File: config.mk
export PLATFORM = sky130hd
export DESIGN_NAME = if_prefetch_unit
export DESIGN_NICKNAME = d
export VERILOG_FILES = /design/src/rtl/if_prefetch_unit.sv
export SDC_FILE = /design/constraint.sdc
export NUM_CORES = 1
export LEC_CHECK = 0
export BUFFER_PORTS_ARGS = -buffer_cell sky130_fd_sc_hd__buf_2
export CORE_UTILIZATION = 63
export CTS_BUF_LIST = sky130_fd_sc_hd__clkbuf_16
export CTS_CLUSTER_SIZE = 28
export DETAILED_ROUTE_END_ITERATION = 7
export PLACE_DENSITY = 0.85
export SYNTH_ARGS = -nofsm -noshare
export SYNTH_HDL_FRONTEND = slang
export SYNTH_SLANG_ARGS = --single-unit
export TNS_END_PERCENT = 1
File: constraint.sdc
create_clock -name i_clk -period 13 [get_ports i_clk]
set_input_delay 1.3 -clock i_clk [delete_from_list [all_inputs] [get_ports i_clk]]
set_output_delay 1.3 -clock i_clk [all_outputs]
set_load 0.05 [all_outputs]
File: src/rtl/if_prefetch_unit.sv
// Instruction-fetch front end: walks the fetch PC, reads a 1-cycle synchronous ROM and
// buffers words in a DEPTH-entry prefetch queue. Define IF_BYPASS_EN for empty-queue bypass.
module if_prefetch_unit #(
  parameter int unsigned DEPTH    = 4,
  parameter int unsigned ADDR_W   = 6,
  parameter logic [31:0] RESET_PC = 32'h0
) (
  input  logic                     i_clk,
  input  logic                     i_rst,
  output logic                     o_imem_req,
  output logic [ADDR_W-1:0]        o_imem_addr,
  input  logic [31:0]              i_imem_data,
  output logic                     o_inst_valid,
  input  logic                     i_inst_ready,
  output logic [31:0]              o_inst_code,
  output logic [31:0]              o_inst_pc,
  output logic [31:0]              o_inst_pc_new,
  input  logic                     i_redirect,
  input  logic [31:0]              i_redirect_pc,
  output logic [$clog2(DEPTH):0]   o_q_count
);

  localparam int unsigned PTR_W = $clog2(DEPTH);
  localparam int unsigned CNT_W = PTR_W + 1;
  localparam int unsigned OCC_W = CNT_W + 1;

  logic [31:0]      r_fpc;
  logic [31:0]      r_ipc;
  logic             r_inflight;
  logic [PTR_W-1:0] r_rd_ptr;
  logic [PTR_W-1:0] r_wr_ptr;
  logic [CNT_W-1:0] r_count;
  logic [31:0]      r_last_code;
  logic [31:0]      r_last_pc;
  logic [31:0]      r_q_code [DEPTH];
  logic [31:0]      r_q_pc   [DEPTH];

  logic             w_bypass;
  logic             w_q_nonempty;
  logic             w_pop;
  logic             w_qpop;
  logic             w_push;
  logic             w_issue;
  logic [OCC_W-1:0] w_occ;
  logic             w_unused;

  assign w_unused     = ^i_redirect_pc[1:0];
  assign w_q_nonempty = (r_count != '0);

`ifdef IF_BYPASS_EN
  // A returning word is presented directly when nothing older is queued.
  assign w_bypass = r_inflight && !w_q_nonempty;

  always_comb begin
    o_inst_code = r_last_code;
    o_inst_pc   = r_last_pc;
    if (w_q_nonempty) begin
      o_inst_code = r_q_code[r_rd_ptr];
      o_inst_pc   = r_q_pc[r_rd_ptr];
    end else if (w_bypass) begin
      o_inst_code = i_imem_data;
      o_inst_pc   = r_ipc;
    end
  end
`else
  assign w_bypass = 1'b0;

  always_comb begin
    o_inst_code = r_last_code;
    o_inst_pc   = r_last_pc;
    if (w_q_nonempty) begin
      o_inst_code = r_q_code[r_rd_ptr];
      o_inst_pc   = r_q_pc[r_rd_ptr];
    end
  end
`endif

  assign o_inst_valid  = w_q_nonempty || w_bypass;
  assign o_inst_pc_new = o_inst_pc + 32'd4;
  assign o_q_count     = r_count;
  assign o_imem_addr   = r_fpc[ADDR_W+1:2];

  assign w_pop  = o_inst_valid && i_inst_ready;
  assign w_qpop = w_pop && w_q_nonempty;
  // A bypassed word that is consumed immediately never occupies a slot.
  assign w_push = r_inflight && !i_redirect && !(w_bypass && w_pop);

  // Slots committed after this cycle: queued + returning - leaving.
  assign w_occ   = OCC_W'(r_count) + OCC_W'(r_inflight) - OCC_W'(w_pop);
  assign w_issue = !i_rst && !i_redirect && (w_occ < OCC_W'(DEPTH));
  assign o_imem_req = w_issue;

  // Fetch PC, in-flight tracking, queue pointers and occupancy.
  always_ff @(posedge i_clk or posedge i_rst) begin
    if (i_rst) begin
      r_fpc       <= RESET_PC;
      r_ipc       <= 32'h0;
      r_inflight  <= 1'b0;
      r_rd_ptr    <= '0;
      r_wr_ptr    <= '0;
      r_count     <= '0;
      r_last_code <= 32'h0;
      r_last_pc   <= 32'h0;
    end else begin
      r_inflight <= w_issue;
      if (w_pop) begin
        r_last_code <= o_inst_code;
        r_last_pc   <= o_inst_pc;
      end
      if (w_issue) begin
        r_ipc <= r_fpc;
        r_fpc <= r_fpc + 32'd4;
      end
      if (i_redirect) begin
        r_fpc    <= {i_redirect_pc[31:2], 2'b00};
        r_rd_ptr <= '0;
        r_wr_ptr <= '0;
        r_count  <= '0;
      end else begin
        if (w_push) r_wr_ptr <= r_wr_ptr + PTR_W'(1);
        if (w_qpop) r_rd_ptr <= r_rd_ptr + PTR_W'(1);
        r_count <= r_count + CNT_W'(w_push) - CNT_W'(w_qpop);
      end
    end
  end

  // Queue storage; contents are meaningful only between the pointers.
  always_ff @(posedge i_clk) begin
    if (w_push) begin
      r_q_code[r_wr_ptr] <= i_imem_data;
      r_q_pc[r_wr_ptr]   <= r_ipc;
    end
  end

endmodule

==> flow_summary_export.csv <==
group,metric,value,unit
clock_network,htreeDepth,2,
place,port_buffers,172,
global_route,grt_max_degree,73,
logic_synthesis,syn_inst,1170,
sta,fin_crit_sh,0.4770,
die,die_area,0.02643,mm^2
die,num_io_pins,175,
clock_network,cts_tree,"built",
global_route,grt_pass1_wl,58230,um
final_layout,num-nets-final,1408,
route,drt_pass1_iterations,5,
min_path,hold_depth,1,
critical_path,r2r_slack,8000,ps
logic_synthesis,syn-num-nets,1250,
critical_path,crit_family,"buffers and inverters",
logic_synthesis,ys_async_sr_fraction,0.3474,
sta,finalClockSkew,17.43,ps
flow_run,maxCapViolations,0,
die,fp-row-count,58,
critical_path,crit_type,"register to output pin",
place,routabilityCongestion,0.8681,
logic_synthesis,yosysTopAreaCellShare,0.4585,
min_path,min_from,"r_last_pc[1]",
final_layout,syn2layout_area_growth,13.93,%
logic_synthesis,yosysTopAreaCell,"edfxtp_1",
logic_synthesis,synth.cells.most_frequent,"nand2_1 (313), edfxtp_1 (248), dfrtp_1 (132), mux2_2 (61), mux4_2 (61)",
critical_path,crit-reg2reg-launch,"o_q_count[1]",
sta,tightest_slew,1046,ps
logic_synthesis,synthFlopType,"edfxtp_1",
logic_synthesis,syn_avg_cell_area,13.88,um^2
route,vias,10734,
die,core_area,0.02525,mm^2
critical_path,cp_slowest_cell,"dfrtp_1",
logic_synthesis,synth.area.top_cells,"edfxtp_1 (46%), dfrtp_1 (20%), mux4_2 (8.5%)",
logic_synthesis,ys_types,51,
logic_synthesis,syn_area,0.01624,mm^2
logic_synthesis,ys_seq_area_frac,0.6618,
sta,hold_viol,0,
critical_path,r2r_cells,15,
min_path,hold_path_class,"register to register",
route,vias_per_cell,6.359,
sta,period_needed,6202,ps
final_layout,drive_above_1_share,0.2758,
sta,slew_headroom,0.2963,
clock_network,ctsResizeCount,0,
outcome,status,"finished, final reports clean",
sta,setup_tns,0,ps
critical_path,cp_cell_sequence,"nor3_4, buf_4, inv_2, nand2_1, inv_2, ha_1, inv_1, ha_1, and3b_1, or4_1, a211o_2, inv_2, buf_2",
critical_path,path_buf_inv,6,
clock_network,clockRootBuffer,"clkbuf_16",
global_route,grt_pass1_vias,10571,
final_layout,design_area,0.01851,mm^2
route,routedWlPerCell,22.51,um
die,initial_core_util,0.6432,
clock_network,cts_made_buffers,37,
route,drtIter0Drc,1220,
critical_path,cp-end-kind,"output pin",
sta,final-setup-viol-count,0,
critical_path,path_max_fanout,44,
global_route,grt_usage,0.2922,
route,routed_wl,38000,um
place,hpwl,22060,um
min_path,min_to,"r_last_pc[1]",
logic_synthesis,ys_seq_elements,380,
sta,rsz0062_at_grt,"false",
place,place_area,0.01733,mm^2
critical_path,rr_endpoint,"r_fpc[15]",
critical_path,critPathLaunchType,"register",
sta,drv_slew,0,
critical_path,cp.required,11700,ps
die,dieWidth,162.6,um
global_route,gr-total-overflow,0,
clock_network,hold_buffers,0,
logic_synthesis,synth_edf_count,248,
route,ant_nets,0,
critical_path,cpMostUsedCell,"inv_2",
clock_network,post_cts_buffers,0,
clock_network,ctsLongestPathBuffers,3,
global_route,antenna_found_initial,2,
route,drc,0,
critical_path,arrival,4900,ps
die,die_y,162.6,um
clock_network,insertion_delay,520,ps
clock_network,clk_pin_slew_worst_paths,60,ps
sta,max_freq,0.1613,GHz
critical_path,slowest_delay,530,ps
logic_synthesis,yosysMostFrequentCell,"nand2_1",
clock_network,clock_sinks,380,
final_layout,fillers,1514,
logic_synthesis,ys_warn_count,0,
==> worst max-delay path by stage <==
stage	cells past startpoint	to	from	slack [ps]
2_1_floorplan	15	o_inst_pc_new[26]	o_q_count[1]	6340
3_3_place_gp	11	o_imem_req	i_inst_ready	7390
3_5_place_dp	11	o_imem_req	i_inst_ready	7300
4_1_cts	13	o_imem_req	o_q_count[1]	6820
5_1_grt	13	o_imem_req	o_q_count[1]	6580
6_report	13	o_imem_req	o_q_count[1]	6800
==> registers in the layout, indices dropped and copies added, names as in the netlist <==
signal and count:
r_rd_ptr 2, o_q_count 3, r_inflight 1, r_q_pc 120, r_last_code 32, r_q_code 128, r_ipc 30, r_last_pc 32
r_wr_ptr 2, r_fpc 30
==> metal layers <==
metal / up-vias / GRT usage / part of all wire
met4: 0 / 0.1168 / 0.033
met2: 657 / 0.4796 / 0.50
met3: 90 / 0.04507 / 0.091
met5: - / 0 / 0
li1: 4613 / - / -
met1: 5374 / 0.3976 / 0.38
==> metrics by stage <==
stage / hold WS, ps / utilization / instances / setup WS (ps)
floorplan: 444.2 / - / 1170 / 6336
global placement: 463.4 / 0.6864 / 1619 / 7389
detailed placement: 466.8 / 0.6864 / 1619 / 7303
CTS: 480.1 / 0.7326 / 1686 / 6819
global route: 499.6 / 0.7328 / 1688 / 6582
finish: 483.4 / 0.7328 / 1688 / 6798
==> cell usage in the layout (no fill, tap or decap), types with 4 or more instances in the layout <==
| cell | count |
|---|---|
| mux4_2 | 61 |
| mux2i_1 | 7 |
| buf_2 | 172 |
| nor3b_1 | 4 |
| xor2_1 | 16 |
| mux2_2 | 61 |
| and2_1 | 9 |
| nand3_1 | 35 |
| a21oi_1 | 9 |
| nor2_1 | 25 |
| a31oi_1 | 7 |
| edfxtp_1 | 248 |
| and4_1 | 6 |
| inv_1 | 25 |
| clkbuf_16 | 38 |
| and2_2 | 4 |
| ha_1 | 11 |
| and3_1 | 4 |
| xnor2_1 | 17 |
| buf_4 | 12 |
| a221o_1 | 10 |
| nand4_1 | 18 |
| nand2_1 | 313 |
| nor4_1 | 6 |
| o311ai_0 | 13 |
| clkinv_2 | 7 |
| dfrtp_1 | 130 |
| nand2b_1 | 4 |
| o21ai_0 | 32 |
| clkinv_1 | 9 |
==> layout make-up <==
| type | instances | area (um^2) | area share |
|---|---|---|---|
| inverters | 21 | 83.83 | 0.004530 |
| clock inverters | 29 | 216.5 | 0.01170 |
| flip-flops and latches | 380 | 10760 | 0.5812 |
| clock buffers | 38 | 950.9 | 0.05138 |
| diodes | 2 | 5.005 | 0.0002704 |
| repair buffers | 184 | 950.9 | 0.05138 |
| well taps | 330 | 412.9 | 0.02231 |
| multi-input cells | 704 | 5131 | 0.2773 |
==> logic make-up after synthesis <==
| group | count (synthesis) | share of synthesized area |
|---|---|---|
| adders and majority gates | 12 | 0.009706 |
| and+or+nand+nor | 444 | 0.1193 |
| muxes | 130 | 0.1328 |
| DFF | 380 | 0.6618 |
| xor gates and xnor gates | 33 | 0.01779 |
| buffers and inverters | 86 | 0.02303 |
| AOI/OAI and AO/OA | 85 | 0.03551 |
Power is not shown: default switching activity piles up to over one toggle a cycle in this logic, so the estimate is an artifact.
